`config.mk`:
```
export PLATFORM = sky130hd
export DESIGN_NAME = seg7_reader
export DESIGN_NICKNAME = d
export VERILOG_FILES = /design/src/rtl/seg7_reader.sv
export SDC_FILE = /design/constraint.sdc
export NUM_CORES = 1
export LEC_CHECK = 0
export CELL_PAD_IN_SITES_DETAIL_PLACEMENT = 2
export CELL_PAD_IN_SITES_GLOBAL_PLACEMENT = 2
export CORE_ASPECT_RATIO = 0.9
export CORE_MARGIN = 3
export CORE_UTILIZATION = 39
export DETAILED_ROUTE_END_ITERATION = 8
export PLACE_DENSITY_LB_ADDON = 0.1
export SLEW_MARGIN = 30
export SYNTH_ARGS = -nofsm -noshare
export SYNTH_HDL_FRONTEND = slang
export SYNTH_SLANG_ARGS = --single-unit
```
`constraint.sdc`:
```
create_clock -name clk -period 6.9 [get_ports clk]
set_input_delay 0.69 -clock clk [delete_from_list [all_inputs] [get_ports clk]]
set_output_delay 0.69 -clock clk [all_outputs]
set_load 0.005 [all_outputs]
```
`src/rtl/seg7_reader.sv`:
```
// seg7_reader
// Watches a time-multiplexed seven-segment bus, qualifies each digit by
// stability, decodes it back to BCD and publishes a full multi-digit frame
// once every position has been captured.
module seg7_reader #(
    parameter int NUM_DIGITS    = 4,
    parameter int STABLE_CYCLES = 3
) (
    input  logic                    clk,
    input  logic                    reset_n,
    input  logic [6:0]              seg,
    input  logic [NUM_DIGITS-1:0]   dig_sel,
    output logic [4*NUM_DIGITS-1:0] bcd_out,
    output logic                    frame_valid,
    output logic                    frame_err
);

    localparam logic [3:0] RUN_MAX = 4'(STABLE_CYCLES);
    localparam logic [3:0] RUN_CAP = 4'(STABLE_CYCLES - 2);

    logic [6:0]              seg_q;
    logic [NUM_DIGITS-1:0]   sel_q;
    logic [3:0]              run;
    logic                    armed;
    logic [NUM_DIGITS-1:0]   seen;
    logic [4*NUM_DIGITS-1:0] digit_r;
    logic [NUM_DIGITS-1:0]   err_r;

    logic                    same;
    logic                    sel_onehot;
    logic                    capture;
    logic [3:0]              dec_val;
    logic                    dec_bad;
    logic [4*NUM_DIGITS-1:0] digit_next;
    logic [NUM_DIGITS-1:0]   err_next;
    logic [NUM_DIGITS-1:0]   seen_next;
    logic                    frame_done;

    assign same       = (seg == seg_q) && (dig_sel == sel_q);
    assign sel_onehot = $onehot(sel_q);
    assign capture    = same && (run == RUN_CAP) && armed && sel_onehot;

    // Map the registered segment pattern back to a BCD nibble
    always_comb begin
        dec_val = 4'hF;
        dec_bad = 1'b0;
        case (seg_q)
            7'b0111111: dec_val = 4'd0;
            7'b0000110: dec_val = 4'd1;
            7'b1011011: dec_val = 4'd2;
            7'b1001111: dec_val = 4'd3;
            7'b1100110: dec_val = 4'd4;
            7'b1101101: dec_val = 4'd5;
            7'b1111101: dec_val = 4'd6;
            7'b0000111: dec_val = 4'd7;
            7'b1111111: dec_val = 4'd8;
            7'b1101111: dec_val = 4'd9;
            default: begin
                dec_val = 4'hF;
                dec_bad = 1'b1;
            end
        endcase
    end

    // Merge the digit being captured into the collected frame state
    always_comb begin
        digit_next = digit_r;
        err_next   = err_r;
        for (int unsigned i = 0; i < NUM_DIGITS; i++) begin
            if (sel_q[i]) begin
                digit_next[4*i +: 4] = dec_val;
                err_next[i]          = dec_bad;
            end
        end
        seen_next  = seen | sel_q;
        frame_done = capture && (&seen_next);
    end

    // Stability tracker: input pipeline, saturating run length, one-shot arm
    always_ff @(posedge clk or negedge reset_n) begin
        if (!reset_n) begin
            seg_q <= '0;
            sel_q <= '0;
            run   <= '0;
            armed <= 1'b1;
        end else begin
            seg_q <= seg;
            sel_q <= dig_sel;
            if (same) begin
                run <= (run >= RUN_MAX) ? RUN_MAX : run + 4'd1;
            end else begin
                run <= '0;
            end
            // Re-arm on the same edge that clears run, so even a
            // two-sample qualification window sees armed=1 in time.
            if (!same) begin
                armed <= 1'b1;
            end else if (capture) begin
                armed <= 1'b0;
            end
        end
    end

    // Per-position capture registers and the seen mask
    always_ff @(posedge clk or negedge reset_n) begin
        if (!reset_n) begin
            seen    <= '0;
            digit_r <= '0;
            err_r   <= '0;
        end else if (capture) begin
            digit_r <= digit_next;
            if (frame_done) begin
                seen  <= '0;
                err_r <= '0;
            end else begin
                seen  <= seen_next;
                err_r <= err_next;
            end
        end
    end

    // Publish a completed frame and hold it until the next one
    always_ff @(posedge clk or negedge reset_n) begin
        if (!reset_n) begin
            bcd_out     <= '0;
            frame_valid <= 1'b0;
            frame_err   <= 1'b0;
        end else begin
            frame_valid <= frame_done;
            if (frame_done) begin
                bcd_out   <= digit_next;
                frame_err <= |err_next;
            end
        end
    end

endmodule

```
# --- Word-level counts from Yosys, hierarchy flattened ---
# Cells that the tools add are included.
word_totals:
  reg_bits: 58
  ramBits: 0
  rom_bits: 0
  latchBits: 0
  word_cells: 55
  n_memories: 0
classes:
  shift: 0
  add_sub_neg: 4
  bitwise_logic: 1
  multipliers: 0
  magnitude_cmp: 1
  mux: 16
  n_reduce_logical: 8
  eq_ne: 15
  n_div: 0
op_table:
  columns: ["cell", "n"]
  rows:
  - ["$eq A7 B7 Y1 const B", 7]
  - ["$pmux W4 S10", 1]
  - ["$mux W4", 8]
  - ["$eq A7 B3 Y1 const B", 2]
  - ["$reduce_or A10 Y1", 1]
  - ["$eq A7 B6 Y1 const B", 1]
  - ["$eq A7 B7 Y1", 1]
  - ["$mux W1", 7]
  - ["$logic_and A1 B1 Y1", 5]
  - ["$add A1 B1 Y2", 2]
  - ["$add A4 B1 Y4 const B", 1]
  - ["$eq A4 B1 Y1 const B", 1]
  - ["$eq A4 B4 Y1", 1]
  - ["$ge A4 B2 Y1 const B", 1]
  - ["$or A4 B4 Y4", 1]
  - ["$reduce_and A4 Y1", 1]
  - ["$reduce_or A4 Y1", 1]
  - ["$add A2 B2 Y3", 1]
  - ["$eq A3 B1 Y1 const B", 1]
  - ["$ne A2 B1 Y1 const B", 1]

# --- Logic depth before layout (Yosys ltp) ---
depth:
  depth_word: 7
  depth_mapped: 14
  mapped_depth_nobuf: 11

# --- Worst setup path before layout ---
# Ideal clock, no wire load.
synth_timing:
  path_kind: "reg-to-reg"
  startpoint: "register sel_q[0]"
  endpoint: "register bcd_out[13]"
  stages_incl_launch_ff: 15
  path_slack_ns: 3.287
  period_less_slack_ns: 3.613
  required_time_ns: 6.775
  t_arrival_ns: 3.489
  cell_sequence: "dfrtp_1 > buf_1 > inv_1 > fa_1 > inv_1 > ha_1 > ha_1 > nor4_1 > nand4_1 > or4_1 > buf_2 > or2_1 > buf_2 > clkinv_2 > mux2_2"
synth_between:
  elab_chain_len: 6
  word_cells_on_any_way: 11
  cone_classes: "add/sub: 2; eq/ne: 2; bitwise: 1; reduce/logical: 6"
synth_rtl:
  columns: ["item", "line_no", "rtl"]
  rows:
  - ["start: declaration", "22", "logic [NUM_DIGITS-1:0] sel_q;"]
  - ["start signal: assignment", "88", "sel_q <= dig_sel;"]
  - ["parallel branches: the longest is 5 deep, another holds $add A2 B2 Y3", null, null]
  - ["$logic_and A1 B1 Y1 (*)", "76", "frame_done = capture && (&seen_next);"]
  - ["net frame_done", "37", "logic frame_done;"]
  - ["end signal: assignment", "131", "bcd_out <= digit_next;"]
  - ["end: declaration", "13", "output logic [4*NUM_DIGITS-1:0] bcd_out,"]
# Mark *: on every way through the listed nets, which the timed path passes.
# A chain may end at the register's enable or synchronous reset.

# --- Worst setup path after layout ---
layout_timing:
  startpoint: "register sel_q[0]"
  endpoint: "register bcd_out[5]"
# The elaborated chain is that of the path after synthesis.

==> metrics <==
Hold WC Path Type in -> async; share of layout cells above drive strength 1 a little under a fifth; port bufs 30; Via-to-Cell Ratio ~5.6; fmax 224 MHz; max-cap viol count 0; DPL Wire Length ~5400 um; wirelength, routed ~7800 um; mean post-synth cell area approximately 11 sq um; crit path time final 4.47 ns; Overflow after GRT 0; Root Buffer clkbuf_8; Finished Layout Cells approximately 400; ys async rst share 100%; ANT nets after route 0; Nets a little over 300; largest net degree at the start of global routing between 50 and 60; Yosys cell types just over 50; GRT Util Overall approximately 20%; Adder-Cell Fraction of Synth Area between 2 and 2.5%; largest family of logic cells by synthesized area compound AO/OA/AOI/OAI gates; hold buffers post-CTS 0; mux cell area share after synthesis 9.71%; critical path arrival about 4.7 ns; CP Capture Type flip-flop; number of flops mapped to enable cells by yosys 0; Worst Path Max Fanout 18; Synth Area in XOR/XNOR 3.90%; worst setup margin 2.43 ns; Initial DRC Count just under 60; maximum clock path buffer count 2; io pins 31; Post-Syn Instances about 270; Leak Pwr around 1.5 nW; Period Utilization, post-route between 60 and 70%; Critical Path Source Type flip-flop; drc violations 0; diodes inserted 0; register area share after synthesis between 50% and 60%; core area a little over 7000 sq um; status complete, no violations; average wire per standard cell approximately 20 um; worst skew pair latency between 0.3 and 0.4 ns; Die ar. 8470 sq um; setup TNS 0 ns; Max Slew Vio Count 0; row count 29; Fillers 750; PostCTS Resize Cnt 0; Slew HR 41.0%; antenna violations before repair 0; Final setup viols 0; Warnings, synthesis 0; WP data required slightly above 7 ns; synthesis-to-layout area growth 19.1%; Peak VDD IR approximately 110 uV; Clock transition at path regs around 0.070 ns; final hold viol count 0; Clock Skew between 0.007 and 0.008 ns; worst slew pin tran 0.885 ns; via count between 2k and 2.5k; CTS H-tree depth 3; Synth Area in Simple Gates 14.2%; Placed Cells roughly 370; TritonCTS buffer count 9; DR pass1 iterations 4; final weighted congestion in routability-driven placement around 0.79; die width a little under 100 um; dpl ws about 2.4 ns; compound-cell area share of the yosys netlist 14.7%; area of the mapped netlist between 2000 and 3000 sq um; CTS tree done; first-pass GRT wire length roughly 13000 um; unrepaired setup endpoints after global routing false; Initial Util approximately 41%; Yosys reg bits 58; TritonCTS Sinks 58; Primary FF master, synth dfrtp_1; chip height 87.6 um; critical path class reg -> reg; post-CTS setup buffers 0; vias in the first global route about 2.4k; Cell Pwr Density 219 nW/um^2
-- final timing paths --
path                              endpoint  slack (ns)  startpoint  cells after the start
worst max register to register  bcd_out[5]        2.43    sel_q[0]                     11
worst max-delay path            bcd_out[5]        2.43    sel_q[0]                     11
min in group clk                digit_r[4]        0.50  digit_r[4]                      1
worst min-delay path             frame_err        0.49     reset_n                      2
worst min register to register  digit_r[4]        0.50  digit_r[4]                      1
max in group asynchronous         seg_q[1]        5.91     reset_n                      2
-- cells in the mapped netlist (all sizes together), types with 7 or more instances --
cell	instances	area share, %
buf	10	2.3
dfrtp	57	49
o21ai	22	3.8
inv	9	1.2
o31ai	12	4.9
nand4	7	1.5
nor2	20	2.6
xnor2	12	3.9
mux2	24	9.4
nand3	9	1.6
clkbuf	8	1.0
nand2	14	1.8
a21oi	15	2.6
-- layout by cell type (no fill, tap or decap), drive strengths merged, types with 7 or more instances in the layout --
master / synthesis / routed
nand4: 7 / 7
xnor2: 12 / 12
o21ai: 22 / 22
nand3: 9 / 9
clkdlybuf4s50: 0 / 29
o31ai: 12 / 12
mux2: 24 / 24
inv: 9 / 9
dfrtp: 57 / 57
nor2: 20 / 20
nand2: 14 / 14
clkbuf: 8 / 9
a21oi: 15 / 15
-- cell type report --
cell class                 instances  area (sq um)  area share, %
inverter                          10          38.8           1.13
clock inverter                     7          93.8           2.73
multi-input combinational        181          1300           37.9
clock buffer                       9           124           3.60
tap                               93           116           3.38
timing repair buffer              32           310           9.02
sequential                        58          1450           42.2
-- critical path, cell delays in order, from the launching register on --
cell and delay, ns:
dfrtp_1 0.60, inv_1 0.23, fa_1 0.57, inv_1 0.05
ha_1 0.17, ha_1 0.27, nor4_1 0.24, nand4_1 0.24
or4_1 0.74, or2_1 0.61, clkinv_2 0.27, mux2_2 0.36
-- per-stage QoR --
step	area (sq um)	power [mW]	utilization [%]	hold WS [ns]
final	3440	0.753	48.4	0.485
after CTS	3440	0.762	48.4	0.506
after floorplan	2890	0.388	-	0.394
after global placement	3220	0.411	45.3	0.479
after global routing	3440	0.790	48.4	0.525
after detailed placement	3220	0.413	45.3	0.492
-- where the power goes --
group	leakage (nW)	switching [mW]	internal [mW]	total (mW)
Clock	0.105	0.144	0.202	0.347
Sequential	0.767	0.0112	0.344	0.355
Combinational	0.669	0.0303	0.0216	0.0519
-- flip-flops by register name (all words and copies together) (netlist names) --
signal and flops:
run 4, frame_valid 1, armed 1, digit_r 16
seen 4, err_r 4, frame_err 1, sel_q 4
seg_q 7, bcd_out 16
-- routing by layer --
layer	GRT usage [%]	part of all wire (%)	up-vias
met4	6.51	1.0	0
met1	25.7	48	1134
met5	0	0	-
met2	34.1	48	28
met3	4.14	2.6	9
li1	-	-	1007
-- cell families after synthesis --
group,count (synthesis)
AOI/OAI and AO/OA,61
xor gates and xnor gates,12
adders and majority gates,5
buffers and inverters,28
DFF,58
muxes,25
other,1
and+or+nand+nor,76
Note: power is estimated with default switching activity, not from simulation.
